File: src/rtl/wb_stage.sv
// wb_stage: MEM/WB pipeline register and writeback unit for the RV32I core.
// Captures the MEM result bundle, formats load data, selects the writeback
// value, drives the register-file write port and supplies write-through
// bypassed operands to ID.
// Optional feature macro: WB_INSTRET_EN adds a 64-bit retired-instruction
// counter on the `instret` port.

package riscv_pkg;
  parameter int XLEN = 32;
  typedef logic [XLEN-1:0] xlen_t;
  typedef logic [4:0]      reg_addr_t;
endpackage

module wb_stage #(
  parameter int XLEN = riscv_pkg::XLEN
) (
  input  logic                  clk,
  input  logic                  rst_n,
  input  logic                  mem_valid,
  input  logic                  mem_rd_we,
  input  riscv_pkg::reg_addr_t  mem_rd_addr,
  input  logic [1:0]            mem_wb_sel,
  input  logic [2:0]            mem_funct3,
  input  logic [1:0]            mem_byte_off,
  input  logic [XLEN-1:0]       mem_alu_result,
  input  logic [XLEN-1:0]       mem_pc_plus4,
  input  logic [XLEN-1:0]       mem_load_word,
  input  logic                  stall,
  input  logic                  flush,
  output logic                  rf_we,
  output riscv_pkg::reg_addr_t  rf_rd_addr,
  output logic [XLEN-1:0]       rf_rd_data,
  output logic                  wb_valid,
  input  riscv_pkg::reg_addr_t  id_rs1_addr,
  input  riscv_pkg::reg_addr_t  id_rs2_addr,
  input  logic [XLEN-1:0]       rf_rs1_data,
  input  logic [XLEN-1:0]       rf_rs2_data,
  output logic [XLEN-1:0]       id_rs1_data,
  output logic [XLEN-1:0]       id_rs2_data
`ifdef WB_INSTRET_EN
  ,
  output logic [63:0]           instret
`endif
);

  typedef struct packed {
    logic                 valid;
    logic                 rd_we;
    riscv_pkg::reg_addr_t rd_addr;
    logic [1:0]           wb_sel;
    logic [2:0]           funct3;
    logic [1:0]           byte_off;
    logic [XLEN-1:0]      alu_result;
    logic [XLEN-1:0]      pc_plus4;
    logic [XLEN-1:0]      load_word;
  } wb_reg_t;

  wb_reg_t         wb_q, wb_d;
  logic [7:0]      byte_sel;
  logic [15:0]     half_sel;
  logic [XLEN-1:0] load_fmt;

  // Next WB register: flush kills the slot (fields left as they were),
  // stall holds everything, otherwise take the MEM bundle.
  always_comb begin
    wb_d = wb_q;
    if (flush) begin
      wb_d.valid = 1'b0;
    end else if (!stall) begin
      wb_d.valid      = mem_valid;
      wb_d.rd_we      = mem_rd_we;
      wb_d.rd_addr    = mem_rd_addr;
      wb_d.wb_sel     = mem_wb_sel;
      wb_d.funct3     = mem_funct3;
      wb_d.byte_off   = mem_byte_off;
      wb_d.alu_result = mem_alu_result;
      wb_d.pc_plus4   = mem_pc_plus4;
      wb_d.load_word  = mem_load_word;
    end
  end

  // WB register, cleared asynchronously so every rf_* output reads zero in reset.
  always_ff @(posedge clk or negedge rst_n) begin
    if (!rst_n) wb_q <= '0;
    else        wb_q <= wb_d;
  end

  // Load formatting: byte lane from the full offset, halfword lane from
  // offset bit 1 only (misaligned halves are not split across words).
  always_comb begin
    byte_sel = wb_q.load_word[{wb_q.byte_off, 3'b000} +: 8];
    half_sel = wb_q.load_word[{wb_q.byte_off[1], 4'b0000} +: 16];
    case (wb_q.funct3)
      3'b000:  load_fmt = {{(XLEN-8){byte_sel[7]}}, byte_sel};
      3'b001:  load_fmt = {{(XLEN-16){half_sel[15]}}, half_sel};
      3'b100:  load_fmt = {{(XLEN-8){1'b0}}, byte_sel};
      3'b101:  load_fmt = {{(XLEN-16){1'b0}}, half_sel};
      default: load_fmt = wb_q.load_word;
    endcase
  end

  // Writeback select and register-file write port; x0 writes are suppressed here.
  always_comb begin
    case (wb_q.wb_sel)
      2'b01:   rf_rd_data = load_fmt;
      2'b10:   rf_rd_data = wb_q.pc_plus4;
      default: rf_rd_data = wb_q.alu_result;
    endcase
    wb_valid   = wb_q.valid;
    rf_rd_addr = wb_q.rd_addr;
    rf_we      = wb_q.valid & wb_q.rd_we & (wb_q.rd_addr != '0);
  end

  // Write-through bypass: the register file reads old data in the write cycle.
  // rf_we already excludes x0, so x0 never bypasses.
  always_comb begin
    id_rs1_data = (rf_we && id_rs1_addr == wb_q.rd_addr) ? rf_rd_data : rf_rs1_data;
    id_rs2_data = (rf_we && id_rs2_addr == wb_q.rd_addr) ? rf_rd_data : rf_rs2_data;
  end

`ifdef WB_INSTRET_EN
  logic [63:0] instret_q, instret_d;

  // A slot retires on the edge it leaves WB unstalled; natural 64-bit wrap.
  always_comb begin
    instret_d = instret_q;
    if (wb_q.valid && !stall) instret_d = instret_q + 64'd1;
  end

  // Retired-instruction counter register.
  always_ff @(posedge clk or negedge rst_n) begin
    if (!rst_n) instret_q <= '0;
    else        instret_q <= instret_d;
  end

  assign instret = instret_q;
`endif

endmodule

File: config.mk
export PLATFORM = sky130hd
export DESIGN_NAME = wb_stage
export DESIGN_NICKNAME = d
export VERILOG_FILES = /design/src/rtl/wb_stage.sv
export SDC_FILE = /design/constraint.sdc
export NUM_CORES = 1
export LEC_CHECK = 0
export CORE_AREA = 2 2 155 157
export CTS_CLUSTER_SIZE = 12
export DETAILED_ROUTE_END_ITERATION = 16
export DIE_AREA = 0 0 157 159
export GPL_TIMING_DRIVEN = 0
export PLACE_DENSITY = 0.61
export SKIP_LAST_GASP = 1
export SLEW_MARGIN = 20
export SYNTH_ARGS = -nofsm -noshare
export SYNTH_HDL_FRONTEND = slang
export SYNTH_SLANG_ARGS = --single-unit
export TNS_END_PERCENT = 100
File: constraint.sdc
create_clock -name clk -period 2.65 [get_ports clk]
set_input_delay 0.265 -clock clk [delete_from_list [all_inputs] [get_ports clk]]
set_output_delay 0.265 -clock clk [all_outputs]
set_load 0.05 [all_outputs]
==> out/results.tsv <==
stage	metric	value	unit
yosys	synthTopCellsByArea	dfrtp_1, mux2_2, mux2_4	
outcome	status	finished, violations left	
detailed_routing	drc_errors	0	
pwr	power.density	602.4	nW/um^2
pwr	total_power	6.956	mW
outcome	violations	negative setup slack	
sta	period_share	102.9	%
pwr	p_leak	4.595	nW
placement	port_buffers	290	
yosys	synth_most_common_cell	mux2_2	
floorplan	io_pins	291	
worst_setup_path	cp.arrival	2.46	ns
worst_setup_path	start_kind	flop	
cells_and_area	syn_to_final_growth	67.87	%
clocking	clk_pin_slew	0.08	ns
worst_setup_path	cp_data_required_time	2.38	ns
yosys	synth.distinct_cells	51	
yosys	synth_ff_type	dfrtp_1	
worst_setup_path	crit_type	flop to primary output	
floorplan	core	23190	um^2
grt	track_usage	18.96	%
detailed_routing	viasPerCell	4.869	
detailed_routing	drt-initial-drc-count	217	
yosys	yosysTopAreaCell	dfrtp_1	
clocking	insertion_delay	0.36	ns
yosys	synthCells	543	
floorplan	die_h	159	um
placement	dpl.hpwl	18930	um
clocking	cts.sinks	110	
grt	grt_pass1_vias	5875	
flow_run	max-cap-violations	0	
sta	setup_viol	54	
detailed_routing	drt_wl_total	24710	um
grt	antenna_found_initial	1	
clocking	cts_tree	built	
sta	fin_ws	-0.07649	ns
cells_and_area	final_cells	1203	
grt	grt_first_pass_wirelength	35820	um
grt	grt_max_degree	68	
worst_setup_path	crit_fanout	10	
cells_and_area	nets	1068	
cells_and_area	drive_above_1_share	50.62	%
grt	grt_overflow	0	
worst_setup_path	endpoint_kind	primary output	
sta	fin_tns_setup	-1.755	ns
yosys	netlist_area	6878	um^2
yosys	yosysSeqAreaShare	40.02	%
detailed_routing	wl_per_cell	20.54	um
detailed_routing	vias	5857	
yosys	ys_seq_elements	110	
yosys	synth_nets	733	
placement	dp_slack	-0.9322	ns
yosys	avgSynthCellArea	12.67	um^2
yosys	synth-edff-count	0	
sta	clock.fmax	366.8	MHz
placement	place.gp.congestion	0.8685	
floorplan	die_w	157	um
placement	placedCellCount	1153	
floorplan	die_area	24960	um^2
sta	drv_slew	0	
yosys	synth.top_cell.area_share	40.02	%
detailed_routing	drt_pre_antenna_iters	4	
sta	finalHoldViolCount	0	
sta	worst_pin_slew	0.8292	ns
detailed_routing	final_antenna_net_count	0	
clocking	cts_buffers	9	
sta	rsz0062_at_grt	yes	
yosys	synthArstFlopShare	100.0	%
yosys	ys_warn_count	0	
clocking	cts-root-buf	clkbuf_16	
sta	relSlewSlack	44.72	%
floorplan	num_rows	56	
pwr	peakVddDrop	0.0003515	V
sta	worst_clock_skew	0	ns
yosys	netlist_top_cells_count	mux2_2, dfrtp_1, mux2_4, clkbuf_1, a21oi_1	
worst_setup_path	regToRegSetupSlack	1.43	ns
hold_path	hold_path.class	input pin to async pin	
sta	min_period	2.726	ns
clocking	htreeDepth	3	
floorplan	initial_utilization	29.66	%
clocking	clk_path_buf_depth	2	
## cell usage in the layout, fill, tap and decap left out, drive strengths merged, types with 3 or more instances in the layout
cell,instances
o22ai,7
nor2,14
xnor2,6
inv,10
xor2,4
mux2,168
dfrtp,110
nor3b,8
a221o,6
o221ai,14
clkdlybuf4s50,192
a21oi,26
buf,145
nor4,3
nand2,4
o311ai,16
clkbuf,44
a221oi,8
a2bb2oi,24
mux2i,11
nand2b,19
o21ai,14
## stage by stage
stage               area, um^2  hold WS (ns)  utilization [%]
finish                   11550        0.3806            49.78
floorplan                 6899      -0.03059                -
global placement         10200        0.4897            43.98
CTS                      11170        0.4063            48.17
global route             11550        0.4300            49.78
detailed placement       10230        0.2282            44.11
## critical path, cell delays in order, from the launching register on
cell	delay, ns
dfrtp_2	0.40
or4_4	0.54
o211ai_4	0.26
nor4_4	0.10
buf_6	0.17
buf_12	0.16
mux2_4	0.31
buf_6	0.16
## state kept, by name (all words and copies together), names as in the netlist
name and count:
rf_rd_addr 5, wb_q 104, wb_valid 1
## logic make-up (layout without fill, tap and decap cells)
kind of cell / after synthesis / count (layout) / share of synthesized area [%]
buffers and inverters: 60 / 400 / 4.603
and+or+nand+nor: 58 / 58 / 5.676
muxes: 179 / 179 / 32.22
AOI/OAI and AO/OA: 124 / 124 / 15.85
DFF: 110 / 110 / 40.02
other: 0 / 1 / 0
xor gates and xnor gates: 10 / 10 / 1.273
adders and majority gates: 2 / 2 / 0.3638
## routing by layer
metal | vias to the layer above | part of all wire [%] | routed length (um) | track usage [%]
met4 | 0 | 1.6 | 390 | 4.712
met1 | 2930 | 44 | 10790 | 24.85
met2 | 173 | 50 | 12260 | 31.82
met3 | 22 | 5.1 | 1269 | 3.974
met5 | - | 0 | 0 | 0
li1 | 2732 | - | - | -
## path summary, 6_finish.rpt
| check | start | cells after the start | endpoint |
|---|---|---|---|
| hold reg to reg | wb_q[50] | 1 | wb_q[50] |
| setup / recovery | rf_rd_addr[1] | 7 | id_rs2_data[19] |
| max in group asynchronous | rst_n | 3 | rf_rd_addr[3] |
| min in group clk | mem_funct3[1] | 3 | wb_q[99] |
| hold / removal | rst_n | 2 | wb_q[38] |
| setup reg to reg | wb_q[97] | 3 | wb_q[97] |
## final cells by class
class                           instances  area, um^2
Antenna cell                            1       2.502
Buffer                                 45       391.6
Clock buffer                            9       225.2
Clock inverter                          7       63.81
Fill cell                            2090       11650
Inverter                                7       30.03
Multi-Input combinational cell        373        4273
Sequential cell                       110        2761
Tap cell                              319       399.1
Timing Repair Buffer                  332        3400
## power breakdown
group	switching, mW	internal [mW]
combinational	1.93	1.48
clock	0.692	0.661
sequential	0.263	1.93
## what timing repair did
action	CTS	global route
pin swaps	16	17
endpoints found under the setup margin	97	88
hold buffers	1	0
cloned	1	6
resized for setup	711	67
hold endpoints to repair	43	0
setup buffers	23	10
(Power assumes the default switching activity.)
